File: config.mk
export PLATFORM = sky130hd
export DESIGN_NAME = slot_game_ctrl_flat
export DESIGN_NICKNAME = d
export VERILOG_FILES = /design/src/rtl/slot_game_ctrl_if.sv /design/src/rtl/slot_game_ctrl.sv /design/src/flat_wrapper.sv
export SDC_FILE = /design/constraint.sdc
export NUM_CORES = 1
export LEC_CHECK = 0
export ABC_CLOCK_PERIOD_IN_PS = 5850
export BUFFER_PORTS_ARGS = -buffer_cell sky130_fd_sc_hd__buf_2
export CORE_ASPECT_RATIO = 1.75
export CORE_MARGIN = 3
export CORE_UTILIZATION = 60
export CTS_CLUSTER_SIZE = 16
export DETAILED_ROUTE_END_ITERATION = 10
export GPL_ROUTABILITY_DRIVEN = 0
export PLACE_DENSITY = 0.85
export SLEW_MARGIN = 5
export SYNTH_ARGS = -nofsm -noshare
export SYNTH_HDL_FRONTEND = slang
export SYNTH_SLANG_ARGS = --single-unit
File: constraint.sdc
create_clock -name clk -period 5.85 [get_ports clk]
set_input_delay 1.17 -clock clk [delete_from_list [all_inputs] [get_ports clk]]
set_output_delay 1.17 -clock clk [all_outputs]
set_load 0.03 [all_outputs]
File: src/rtl/slot_game_ctrl_if.sv
// Button, reel and display signals of the slot game controller.
// master drives buttons and reel symbols; slave (the controller) drives reel enables, credit and status.
interface slot_game_ctrl_if #(
   parameter int NUM_REELS = 3,
   parameter int SYM_W     = 3,
   parameter int CW        = 7
);
   logic                       c_in;
   logic                       game_start;
   logic                       stop;
   logic                       cash_out;
   logic [NUM_REELS*SYM_W-1:0] reel_sym;
   logic [NUM_REELS-1:0]       reel_run;
   logic [CW-1:0]              credit;
   logic [CW-1:0]              payout;
   logic                       win;
   logic                       coin_rej;
   logic                       coin_out;
   logic [2:0]                 state;

   modport master (
      output c_in, game_start, stop, cash_out, reel_sym,
      input  reel_run, credit, payout, win, coin_rej, coin_out, state
   );

   modport slave (
      input  c_in, game_start, stop, cash_out, reel_sym,
      output reel_run, credit, payout, win, coin_rej, coin_out, state
   );
endinterface

File: src/rtl/slot_game_ctrl.sv
// Slot-machine controller: saturating credit, bet per spin, reel-by-reel stop, payout scoring.
// All outputs registered; a button edge is acted on at the clock edge that samples it.
module slot_game_ctrl #(
   parameter int NUM_REELS   = 3,
   parameter int SYM_W       = 3,
   parameter int CREDIT_MAX  = 99,
   parameter int CREDIT_INIT = 0,
   parameter int BET         = 1,
   parameter int PAY_MULT    = 2,
   localparam int CW         = $clog2(CREDIT_MAX + 1)
) (
   input  logic             clk,
   input  logic             clrb,
   slot_game_ctrl_if.slave  bus
);
   localparam int SW = CW + SYM_W + 1;
   localparam logic [SW-1:0] MAX_W  = SW'(CREDIT_MAX);
   localparam logic [SW-1:0] MULT_W = SW'(PAY_MULT);
   localparam logic [CW-1:0] MAX_C  = CW'(CREDIT_MAX);
   localparam logic [CW-1:0] BET_C  = CW'(BET);
   localparam logic [CW-1:0] INIT_C = CW'(CREDIT_INIT);

   typedef enum logic [2:0] {
      S_IDLE  = 3'd0,
      S_READY = 3'd1,
      S_SPIN  = 3'd2,
      S_EVAL  = 3'd3,
      S_PAY   = 3'd4,
      S_FULL  = 3'd5
   } state_t;

   state_t               state_q, state_nxt;
   logic [CW-1:0]        credit_q, credit_nxt;
   logic [CW-1:0]        payout_q, payout_nxt;
   logic [NUM_REELS-1:0] reel_run_q, reel_run_nxt;
   logic                 win_q, win_nxt;
   logic                 coin_rej_q, coin_rej_nxt;
   logic                 coin_out_q, coin_out_nxt;
   logic                 c_in_q, start_q, stop_q, cash_q;

   logic                 coin_e, start_e, stop_e, cash_e;
   logic [CW-1:0]        coin_sum, pay_sum, eval_pay;
   logic [NUM_REELS-1:0] run_cleared;
   logic [SYM_W-1:0]     sym0;
   logic                 all_eq;

   function automatic logic [CW-1:0] clamp(input logic [SW-1:0] v);
      return (v > MAX_W) ? MAX_C : v[CW-1:0];
   endfunction

   assign coin_e  = bus.c_in       & ~c_in_q;
   assign start_e = bus.game_start & ~start_q;
   assign stop_e  = bus.stop       & ~stop_q;
   assign cash_e  = bus.cash_out   & ~cash_q;

   assign coin_sum    = clamp(SW'(credit_q) + SW'(coin_e));
   assign pay_sum     = clamp(SW'(credit_q) + SW'(payout_q) + SW'(coin_e));
   // Lowest set bit cleared: one reel stops per STOP edge, index 0 first.
   assign run_cleared = reel_run_q & (reel_run_q - NUM_REELS'(1));
   assign sym0        = bus.reel_sym[SYM_W-1:0];

   always_comb begin
      all_eq = 1'b1;
      for (int i = 1; i < NUM_REELS; i++) begin
         if (bus.reel_sym[i*SYM_W +: SYM_W] != sym0) all_eq = 1'b0;
      end
      eval_pay = all_eq ? clamp(SW'(sym0) * MULT_W) : '0;
   end

   always_ff @(posedge clk) begin
      if (!clrb) begin
         state_q    <= S_IDLE;
         credit_q   <= INIT_C;
         payout_q   <= '0;
         reel_run_q <= '0;
         win_q      <= 1'b0;
         coin_rej_q <= 1'b0;
         coin_out_q <= 1'b0;
         c_in_q     <= 1'b0;
         start_q    <= 1'b0;
         stop_q     <= 1'b0;
         cash_q     <= 1'b0;
      end else begin
         state_q    <= state_nxt;
         credit_q   <= credit_nxt;
         payout_q   <= payout_nxt;
         reel_run_q <= reel_run_nxt;
         win_q      <= win_nxt;
         coin_rej_q <= coin_rej_nxt;
         coin_out_q <= coin_out_nxt;
         c_in_q     <= bus.c_in;
         start_q    <= bus.game_start;
         stop_q     <= bus.stop;
         cash_q     <= bus.cash_out;
      end
   end

   always_comb begin
      state_nxt = S_IDLE;
      case (state_q)
         S_IDLE: begin
            if (cash_e && credit_q != '0) state_nxt = S_IDLE;
            else if (coin_sum == MAX_C)   state_nxt = S_FULL;
            else if (coin_sum >= BET_C)   state_nxt = S_READY;
            else                          state_nxt = S_IDLE;
         end
         S_READY: begin
            if (coin_sum == MAX_C) state_nxt = S_FULL;
            else if (cash_e)       state_nxt = S_IDLE;
            else if (start_e)      state_nxt = S_SPIN;
            else                   state_nxt = S_READY;
         end
         S_SPIN:  state_nxt = (stop_e && run_cleared == '0) ? S_EVAL : S_SPIN;
         S_EVAL:  state_nxt = S_PAY;
         S_PAY: begin
            if (pay_sum == MAX_C)     state_nxt = S_FULL;
            else if (pay_sum >= BET_C) state_nxt = S_READY;
            else                      state_nxt = S_IDLE;
         end
         S_FULL:  state_nxt = cash_e ? S_IDLE : S_FULL;
         default: state_nxt = S_IDLE;
      endcase
   end

   always_comb begin
      credit_nxt   = credit_q;
      payout_nxt   = payout_q;
      reel_run_nxt = reel_run_q;
      win_nxt      = 1'b0;
      coin_rej_nxt = 1'b0;
      coin_out_nxt = 1'b0;
      case (state_q)
         S_IDLE: begin
            if (cash_e && credit_q != '0) begin
               credit_nxt   = '0;
               coin_out_nxt = 1'b1;
            end else begin
               credit_nxt = coin_sum;
            end
         end
         S_READY: begin
            if (coin_sum == MAX_C) begin
               credit_nxt = coin_sum;
            end else if (cash_e) begin
               credit_nxt   = '0;
               coin_out_nxt = 1'b1;
            end else if (start_e) begin
               credit_nxt   = coin_sum - BET_C;
               reel_run_nxt = '1;
            end else begin
               credit_nxt = coin_sum;
            end
         end
         S_SPIN: begin
            credit_nxt = coin_sum;
            if (stop_e) reel_run_nxt = run_cleared;
         end
         // WIN is raised on entry to PAY so it is high exactly while STATE reads PAY.
         S_EVAL: begin
            credit_nxt = coin_sum;
            payout_nxt = eval_pay;
            win_nxt    = (eval_pay != '0);
         end
         S_PAY: credit_nxt = pay_sum;
         S_FULL: begin
            if (cash_e) begin
               credit_nxt   = '0;
               coin_out_nxt = 1'b1;
            end else if (coin_e) begin
               coin_rej_nxt = 1'b1;
            end
         end
         default: reel_run_nxt = '0;
      endcase
   end

   assign bus.state    = state_q;
   assign bus.credit   = credit_q;
   assign bus.payout   = payout_q;
   assign bus.reel_run = reel_run_q;
   assign bus.win      = win_q;
   assign bus.coin_rej = coin_rej_q;
   assign bus.coin_out = coin_out_q;
endmodule
File: src/flat_wrapper.sv
// flat-port wrapper written by rule: the top's interface ports become plain ports
module slot_game_ctrl_flat 
#(
   parameter int NUM_REELS   = 3,
   parameter int SYM_W       = 3,
   parameter int CREDIT_MAX  = 99,
   parameter int CREDIT_INIT = 0,
   parameter int BET         = 1,
   parameter int PAY_MULT    = 2,
   localparam int CW         = $clog2(CREDIT_MAX + 1)
)
  (clk, clrb, bus_c_in, bus_game_start, bus_stop, bus_cash_out, bus_reel_sym, bus_reel_run, bus_credit, bus_payout, bus_win, bus_coin_rej, bus_coin_out, bus_state);
  slot_game_ctrl_if #(.NUM_REELS(NUM_REELS), .SYM_W(SYM_W)) bus_i ();
  input  logic clk;
  input  logic clrb;
  input wire logic [$bits(bus_i.c_in)-1:0] bus_c_in;
  input wire logic [$bits(bus_i.game_start)-1:0] bus_game_start;
  input wire logic [$bits(bus_i.stop)-1:0] bus_stop;
  input wire logic [$bits(bus_i.cash_out)-1:0] bus_cash_out;
  input wire logic [$bits(bus_i.reel_sym)-1:0] bus_reel_sym;
  output wire logic [$bits(bus_i.reel_run)-1:0] bus_reel_run;
  output wire logic [$bits(bus_i.credit)-1:0] bus_credit;
  output wire logic [$bits(bus_i.payout)-1:0] bus_payout;
  output wire logic [$bits(bus_i.win)-1:0] bus_win;
  output wire logic [$bits(bus_i.coin_rej)-1:0] bus_coin_rej;
  output wire logic [$bits(bus_i.coin_out)-1:0] bus_coin_out;
  output wire logic [$bits(bus_i.state)-1:0] bus_state;
  assign bus_i.c_in = bus_c_in;
  assign bus_i.game_start = bus_game_start;
  assign bus_i.stop = bus_stop;
  assign bus_i.cash_out = bus_cash_out;
  assign bus_i.reel_sym = bus_reel_sym;
  assign bus_reel_run = bus_i.reel_run;
  assign bus_credit = bus_i.credit;
  assign bus_payout = bus_i.payout;
  assign bus_win = bus_i.win;
  assign bus_coin_rej = bus_i.coin_rej;
  assign bus_coin_out = bus_i.coin_out;
  assign bus_state = bus_i.state;
  slot_game_ctrl #(.NUM_REELS(NUM_REELS), .SYM_W(SYM_W), .CREDIT_MAX(CREDIT_MAX), .CREDIT_INIT(CREDIT_INIT), .BET(BET), .PAY_MULT(PAY_MULT)) u_core (.clk(clk), .clrb(clrb), .bus(bus_i));
endmodule
==> flow_metrics.tcl, run 1 <==
set metrics [dict create \
    status "finished, final reports clean" \
    row_count 28 \
    nets 341 \
    grt_use_total_pct 28.9 \
    design.die.area_mm2 0.00440 \
    holdBufCountCts 0 \
    drt_first_pass_iters 5 \
    drc 0 \
    portBuffers 33 \
    synthFlopType "dfxtp_1" \
    path_cells "buf_2, nor2b_1, ha_1, ha_1, and2_1, a21oi_1, o31ai_1, nand3_1, or2_2, ha_1, o31a_1, nor3_2, a21boi_0, mux2_2, a31oi_1" \
    initial_utilization_pct 63.1 \
    endpoint_kind "flip-flop" \
    met1_usage_pct 32.2 \
    crit_start "bus_c_in" \
    fillers 329 \
    wl_per_cell_um 16.1 \
    clock_power_share_pct 16.9 \
    ys_seq_elements 23 \
    cp_max_fo 8 \
    drt_iter0_markers 81 \
    numCtsBuffers 3 \
    post-route-util_pct 68.4 \
    intPower_mw 0.327 \
    stdcell_count 360 \
    required_ns 6.05 \
    vias 2313 \
    relSlewSlack_pct 34.9 \
    htreeDepth 1 \
    critPathSlowestCell "or2_2" \
    routed_wirelength_um 5800 \
    hold_violations 0 \
    drv_slew 0 \
    rr_endpoint "u_core.bus.credit[2]" \
    period_share_pct 71.9 \
    switching_share_pct 44.2 \
    ios 38 \
    regArea_um2 460 \
    ys_types 63 \
    drv_cap 0 \
    cts_tree "yes" \
    synthSimpleGateAreaFrac_pct 32.2 \
    max_clock_freq_mhz 238 \
    r2r-start "u_core.c_in_q" \
    max_slew.worst_pin.slew_ns 0.970 \
    leakagePower_nw 0.996 \
    clkSlewWorstSetupHoldPaths_ns 0.08 \
    crit_path_max_incr_delay_ns 0.40 \
    grt_start_max_net_pins 23 \
    gr-usage-met2_pct 49.0 \
    r2r_slack_ns 2.34 \
    crit_top_cell "ha_1" \
    pwr-share-seq_pct 34.9 \
    syn2layout_area_growth_pct 8.37 \
    rr_worst_depth 14 \
    synthAdderAreaFrac_pct 6.12 \
    coreArea_mm2 0.00343 \
    setup.worst_path.start_class "input pin" \
    synth.area.mux_share_pct 1.91 \
    grt_busiest_layer "met2" \
    die_x_um 51.4 \
    path_delay_family "simple AND/OR/NAND/NOR gates" \
    power_per_cell_area_mw_per_mm2 250 \
    drtAntennaViolNets 0 \
    synth.yosys.seq_area_share_pct 21.2 \
    ys_async_sr_fraction_pct 0 \
    routed_via_density 6.43 \
    final_common_cell "buf_2" \
    crit_arrival_ns 4.41 \
    synth_top_family_by_area "simple AND/OR/NAND/NOR gates" \
    avgSynthCellArea_um2 7.47 \
    dp_hpwl_um 4520 \
    antenna_found_initial 0 \
    syn-instance-count 290 \
    use_met3_pct 2.43 \
    cts_resized 0 \
    min_from "u_core.bus.payout[1]" \
    syn_area_mm2 0.00217 \
    hold_path_class "flip-flop to flip-flop" \
    holdPathStages 2 \
    worstHoldEndpoint "u_core.bus.payout[1]" \
    peakVddDrop_uv 235 \
    multi_input_area_mm2 0.00158 \
    drive_gt1_share_pct 15.6 \
    grt_pass1_wl_um 10100 \
    cts_max_path_buffers 2 \
    clkSinkCount 23 \
    synth_compound_area_share_pct 26.5 \
    p_sw_mw 0.260 \
    diodes 0 \
    die_h_um 85.5 \
    p_comb_share_pct 48.1 \
    skew_ns 0.00410 \
    fin_crit_ns 4.21 \
    yosys_warnings 0 \
    setup_viol 0 \
    overflow 0 \
    synth_xor_area_share_pct 5.66 \
    setup_tns_ns 0 \
    rsz0062_at_grt "false" \
    insertion_delay_ns 0.27 \
    critPathKind "input pin to flip-flop" \
    synth_edf_count 0 \
    place_inst 356 \
    mostFrequentLayoutCells "buf_2 (33), nand2_1 (30), dfxtp_1 (23)" \
    cts-root-buf "clkbuf_8" \
    critPathBufInv 1 \
    cts_setup_buffers 0 \
    grt_pass1_vias 2338 \
]
## kinds of logic (layout without fill, tap and decap cells)
logic type / count (synthesis) / in the layout
muxes: 4 / 4
DFF: 23 / 23
other: 1 / 4
and+or+nand+nor: 131 / 131
AOI/OAI and AO/OA: 85 / 85
buffers and inverters: 25 / 47
xor gates and xnor gates: 11 / 11
adders and majority gates: 10 / 10
## worst register-to-register path, delay by kind of cell, from the launching register on
family	cells	cell delay [ns]
flops	1	0.30
simple gates	5	1.27
mux	1	0.28
compound gates	5	0.75
fa+ha+maj	3	0.83
## area by class of cell
class,count,share of cell area [%]
clock buffers,4,1.92
inverters,10,1.60
multi-input cells,245,67.4
flip-flops and latches,23,19.6
well taps,45,2.40
repair buffers,33,7.03
## worst max-delay path by stage
stage | to | slack [ns] | depth (start not counted)
3_5_place_dp | u_core.bus.credit[2] | 1.47 | 15
6_report | u_core.bus.credit[2] | 1.64 | 15
2_1_floorplan | u_core.bus.credit[2] | 1.92 | 14
4_1_cts | u_core.bus.credit[2] | 1.71 | 15
3_3_place_gp | u_core.bus.credit[2] | 1.58 | 15
5_1_grt | u_core.bus.credit[2] | 1.35 | 15
## through the flow
| stage | setup WS, ns | cell area, um2 | hold WS, ns | power, mW |
|---|---|---|---|---|
| after floorplan | 1.92 | 2180 | 0.462 | 0.418 |
| after global placement | 1.58 | 2300 | 0.477 | 0.477 |
| after detailed placement | 1.47 | 2300 | 0.488 | 0.482 |
| after CTS | 1.71 | 2350 | 0.497 | 0.581 |
| after global routing | 1.35 | 2350 | 0.512 | 0.631 |
| final | 1.64 | 2350 | 0.490 | 0.587 |
## Yosys cell counts (3+ instances only)
| cell | instances | area (um2) |
|---|---|---|
| nand4_1 | 5 | 31.3 |
| a31oi_1 | 5 | 31.3 |
| inv_1 | 10 | 37.5 |
| o31ai_1 | 3 | 22.5 |
| nor2_1 | 22 | 82.6 |
| nor2b_1 | 10 | 62.6 |
| a21oi_1 | 14 | 70.1 |
| o211ai_1 | 3 | 22.5 |
| nand3_1 | 14 | 70.1 |
| o21ai_0 | 20 | 100 |
| nand2b_1 | 5 | 31.3 |
| and2_1 | 9 | 56.3 |
| nor3_1 | 9 | 45.0 |
| mux2i_1 | 3 | 30.0 |
| nand2_1 | 30 | 113 |
| a21o_1 | 4 | 30.0 |
| xnor2_1 | 5 | 43.8 |
| nand3b_1 | 4 | 30.0 |
| a21boi_0 | 5 | 37.5 |
| o21ai_1 | 3 | 15.0 |
| clkbuf_1 | 4 | 15.0 |
| xor2_1 | 4 | 35.0 |
| and3_1 | 5 | 31.3 |
| o221ai_1 | 3 | 26.3 |
| ha_1 | 9 | 113 |
| dfxtp_1 | 23 | 460 |
| buf_4 | 8 | 60.1 |
| a211oi_1 | 3 | 22.5 |
## flip-flops by register name, summed over array words and instances, names as in the netlist, 3 cells and up
name	cells
u_core.bus.credit	7
u_core.bus.payout	3
u_core.bus.state	3
u_core.bus.reel_run	3
## power by group through the flow
stage          registers [mW]  logic (mW)  clock network [mW]
2_1_floorplan           0.221       0.197                   0
3_3_place_gp            0.207       0.270                   0
3_5_place_dp            0.208       0.274                   0
4_1_cts                 0.204       0.277               0.100
5_1_grt                 0.208       0.317               0.106
6_report                0.205       0.283              0.0994
## layer usage
layer	up-vias	share of wire, %
met3	30	5.2
met5	-	0
met2	102	51
met1	1075	38
met4	0	6.3
li1	1106	-
No activity file was read; power rests on OpenSTA's default activity.
==> run 2: changes to the inputs <==
- ABC_CLOCK_PERIOD_IN_PS: 5850 -> 4000
- CORE_UTILIZATION: 60 -> 57
- PLACE_DENSITY: 0.85 -> 0.81
- clock period: 5.85 -> 4 ns (I/O delays scaled with it)
==> run 2 against run 1 <==
Compared with the run above:
- utilization fell by 3.2 points
- via count shrank 0.43%
- count of clock-buffer cells in the layout did not move
- critical path depth unchanged
- global-route usage fell by 0.89 points
- hold slack lost 0.0082 ns
- critical path type unchanged
==> flow_metrics.tcl, run 2 (synthesis results as in run 1) <==
set metrics [dict create \
    drt_iter0_markers 104 \
    wl_per_cell_um 16.5 \
    cts_setup_buffers 0 \
    holdPathStages 2 \
    insertion_delay_ns 0.27 \
    critPathKind "input pin to flip-flop" \
    worst_slack_ns 0.324 \
    nets 343 \
    setup_viol 0 \
    drc 0 \
    pwr-share-seq_pct 34.5 \
    skew_ns 0.00440 \
    initial_utilization_pct 59.7 \
    cp_max_fo 6 \
    drv_cap 0 \
    clkSinkCount 23 \
    switching_share_pct 44.2 \
    rsz0062_at_grt "false" \
    max_clock_freq_mhz 272 \
    max_slew.worst_pin.slew_ns 1.04 \
    p_sw_mw 0.379 \
    htreeDepth 1 \
    diodes 0 \
    grt_pass1_vias 2166 \
    relSlewSlack_pct 30.1 \
    numCtsBuffers 3 \
    dp_hpwl_um 4610 \
    place_ws_ns 0.164 \
    cts_max_path_buffers 2 \
    grt_use_total_pct 28.0 \
    intPower_mw 0.480 \
    hold_path_class "flip-flop to flip-flop" \
    largest_reg_flops 7 \
    setup_tns_ns 0 \
    crit_arrival_ns 3.88 \
    leakagePower_nw 1.01 \
    power_per_cell_area_mw_per_mm2 363 \
    rr_worst_depth 14 \
    routed_via_density 6.34 \
    die_h_um 87.6 \
    syn2layout_area_growth_pct 9.12 \
    status "finished, final reports clean" \
    overflow 0 \
    vias 2303 \
    clock_power_share_pct 16.7 \
    row_count 29 \
    cts_resized 0 \
    drt_first_pass_iters 5 \
    endpoint_kind "flip-flop" \
    routed_wirelength_um 5980 \
    final_common_cell "buf_2" \
    portBuffers 33 \
    ios 38 \
    design.die.area_mm2 0.00461 \
    hold_violations 0 \
    drive_gt1_share_pct 16.1 \
    grt_start_max_net_pins 23 \
    period_share_pct 91.9 \
    drtAntennaViolNets 0 \
    holdBufCountCts 0 \
    cts_tree "yes" \
    p_comb_share_pct 48.7 \
    grt_pass1_wl_um 9990 \
    fin_crit_ns 3.68 \
    clkSlewWorstSetupHoldPaths_ns 0.08 \
    setup.worst_path.start_class "input pin" \
    required_ns 4.20 \
    drv_slew 0 \
    antenna_found_initial 0 \
    peakVddDrop_uv 383 \
    mostFrequentLayoutCells "buf_2 (33), nand2_1 (30), dfxtp_1 (23)" \
    coreArea_mm2 0.00363 \
    holdWs_ns 0.482 \
    cts-root-buf "clkbuf_8" \
    die_x_um 52.6 \
]
## run 2: final cells by class
type,count,area (um2)
repair buffers,35,180
multi-input cells,245,1580
well taps,46,57.6
fillers,352,1260
clock buffers,4,45.0
inverters,10,37.5
flip-flops and latches,23,460
## run 2: power by group through the flow
stage | Clock, mW | Combinational [mW] | Sequential (mW)
4_1_cts | 0.147 | 0.411 | 0.295
5_1_grt | 0.156 | 0.457 | 0.301
3_5_place_dp | 0 | 0.408 | 0.301
2_1_floorplan | 0 | 0.289 | 0.323
6_report | 0.144 | 0.419 | 0.297
3_3_place_gp | 0 | 0.405 | 0.301
## run 2: final timing paths
| check | from | slack [ns] | endpoint |
|---|---|---|---|
| setup reg to reg | u_core.c_in_q | 0.65 | u_core.bus.credit[2] |
| setup / recovery | bus_c_in | 0.32 | u_core.bus.credit[2] |
| hold / removal | u_core.bus.payout[1] | 0.48 | u_core.bus.payout[1] |
| hold reg to reg | u_core.bus.payout[1] | 0.48 | u_core.bus.payout[1] |
## run 2: worst max-delay path, cell delays in order
cell and delay [ns]:
buf_2 0.08, nor2b_1 0.18, ha_1 0.29, ha_1 0.29, and2_1 0.19, a21oi_1 0.11, o31ai_1 0.23, nand3_1 0.14
or2_2 0.34, ha_1 0.22, o31a_1 0.13, nor3_2 0.28, a21boi_0 0.16, mux2_2 0.29, a31oi_1 0.14
## run 2: per-stage QoR
stage | cells | power, mW | utilization (%) | instance area (um2)
3_5_place_dp | 359 | 0.708 | 63.9 | 2320
6_report | 363 | 0.859 | 65.2 | 2360
4_1_cts | 363 | 0.853 | 65.2 | 2360
2_1_floorplan | 293 | 0.611 | - | 2180
3_3_place_gp | 359 | 0.706 | 63.9 | 2320
5_1_grt | 363 | 0.914 | 65.2 | 2360
## run 2: layer usage
metal / share of wire [%] / track usage, %
met1: 37 / 31.5
met2: 52 / 50.2
met3: 6.0 / 2.73
met4: 4.9 / 14.4
met5: 0 / 0
==> run 3: changes to the inputs <==
- CELL_PAD_IN_SITES_DETAIL_PLACEMENT: default -> 1
- CELL_PAD_IN_SITES_GLOBAL_PLACEMENT: default -> 1
- CORE_UTILIZATION: 57 -> 41
- CTS_CLUSTER_DIAMETER: default -> 40
- PLACE_DENSITY: 0.81 -> default
- PLACE_DENSITY_LB_ADDON: default -> 0.1
==> run 3 against run 2 <==
Compared with the run above:
- critical path depth is the same
- hold slack better by 0.021 ns
- die area grew 35%
- wire length up 16%
- sequential share of layout area is 0.26 points lower
- sequential power about the same
- worst setup slack improved by 0.060 ns
- sequential cell count is the same
- via count shrank 0.61%
- global-route usage is 3.5 points lower
- clock power is 7% higher
- critical path type unchanged
- critical endpoint is now u_core.bus.credit[4]
==> flow_metrics.tcl, run 3 (synthesis results as in run 1) <==
set metrics [dict create \
    crit_arrival_ns 3.79 \
    period_share_pct 90.4 \
    largest_reg_flops 7 \
    drt_first_pass_iters 4 \
    grt_pass1_wl_um 11500 \
    drtAntennaViolNets 0 \
    drc 0 \
    nets 345 \
    ios 38 \
    place_inst 369 \
    diodes 0 \
    numCtsBuffers 3 \
    overflow 0 \
    post-route-util_pct 47.8 \
    wl_per_cell_um 18.5 \
    fin_crit_ns 3.62 \
    initial_utilization_pct 43.2 \
    mostFrequentLayoutCells "buf_2 (33), nand2_1 (30), dfxtp_1 (23)" \
    setup_tns_ns 0 \
    design.die.area_mm2 0.00623 \
    antenna_found_initial 0 \
    grt_pass1_vias 2347 \
    drive_gt1_share_pct 16.9 \
    drv_slew 0 \
    rsz0062_at_grt "false" \
    die_x_um 61.0 \
    htreeDepth 1 \
    dp_hpwl_um 5600 \
    drt_iter0_markers 116 \
    required_ns 4.17 \
    routed_via_density 6.14 \
    place_ws_ns 0.130 \
    cts_setup_buffers 0 \
    row_count 34 \
    cts_tree "yes" \
    hold_path_class "flip-flop to flip-flop" \
    setup_viol 0 \
    final_common_cell "buf_2" \
    holdBufCountCts 0 \
    cts_max_path_buffers 2 \
    die_h_um 102 \
    cp_max_fo 6 \
    leakagePower_nw 1.02 \
    cts_resized 0 \
    stdcell_count 373 \
    peakVddDrop_uv 252 \
    drv_cap 0 \
    routed_wirelength_um 6910 \
    syn2layout_area_growth_pct 10.6 \
    grt_use_total_pct 24.4 \
    status "finished, final reports clean" \
    critPathKind "input pin to flip-flop" \
    power_per_cell_area_mw_per_mm2 370 \
    coreArea_mm2 0.00502 \
    insertion_delay_ns 0.28 \
    clkSlewWorstSetupHoldPaths_ns 0.09 \
    clkSinkCount 23 \
    max_clock_freq_mhz 277 \
    worst_slack_ns 0.384 \
    max_slew.worst_pin.slew_ns 0.670 \
    portBuffers 33 \
    grt_start_max_net_pins 23 \
    skew_ns 0.00933 \
    endpoint_kind "flip-flop" \
    relSlewSlack_pct 55.0 \
    cts-root-buf "clkbuf_8" \
    setup.worst_path.start_class "input pin" \
    hold_violations 0 \
    vias 2289 \
]
## run 3: changes by cell type in the layout (fill, tap and decap cells not counted)
cell / previous run / this run
nor3_2: 2 / 1
clkbuf_1: 1 / 0
buf_4: 2 / 4
clkinv_2: 0 / 1
nor3_4: 0 / 1
## run 3: through the flow
step	hold WS (ns)	power (mW)	area (um2)
floorplan	0.462	0.611	2180
global placement	0.478	0.723	2340
detailed placement	0.495	0.729	2340
CTS	0.508	0.884	2390
global route	0.533	0.944	2400
finish	0.503	0.886	2400
## run 3: final timing paths
path	startpoint	end	slack, ns	depth (start not counted)
max	bus_c_in	u_core.bus.credit[4]	0.38	15
min	u_core.c_in_q	u_core.bus.coin_rej	0.50	3
max reg2reg	u_core.c_in_q	u_core.bus.credit[4]	0.71	14
min reg2reg	u_core.c_in_q	u_core.bus.coin_rej	0.50	3
## run 3: critical path, stage by stage
cell and delay (ns):
buf_2 0.08, nor2b_1 0.17, ha_1 0.30, ha_1 0.29
nand4_1 0.18, nor3b_1 0.49, inv_1 0.08, nand3_1 0.14
or2_2 0.18, ha_1 0.18, o31a_1 0.23, nor3_4 0.07
nand3_1 0.12, o21ai_0 0.09, o311a_1 0.39
## run 3: layer usage
layer | share of wire, % | global-route usage, % | routed length [um]
met3 | 2.3 | 2.15 | 158
met5 | 0 | 0 | 0
met1 | 39 | 27.7 | 2720
met2 | 53 | 43.6 | 3700
met4 | 5.0 | 12.5 | 343
## run 3: area by class of cell
cell class	instances	area [um2]
Inverter	10	37.5
Multi-Input combinational cell	245	1590
Clock buffer	3	41.3
Tap cell	54	67.6
Sequential cell	23	460
Timing Repair Buffer	37	195
Clock inverter	1	5.00
Fill cell	666	2620
## run 3: report_power, final
part	internal [mW]	switching, mW	total (mW)
sequential	0.253	0.0450	0.298
clock	0.0699	0.0842	0.154
combinational	0.159	0.275	0.434
total	0.482	0.405	0.886
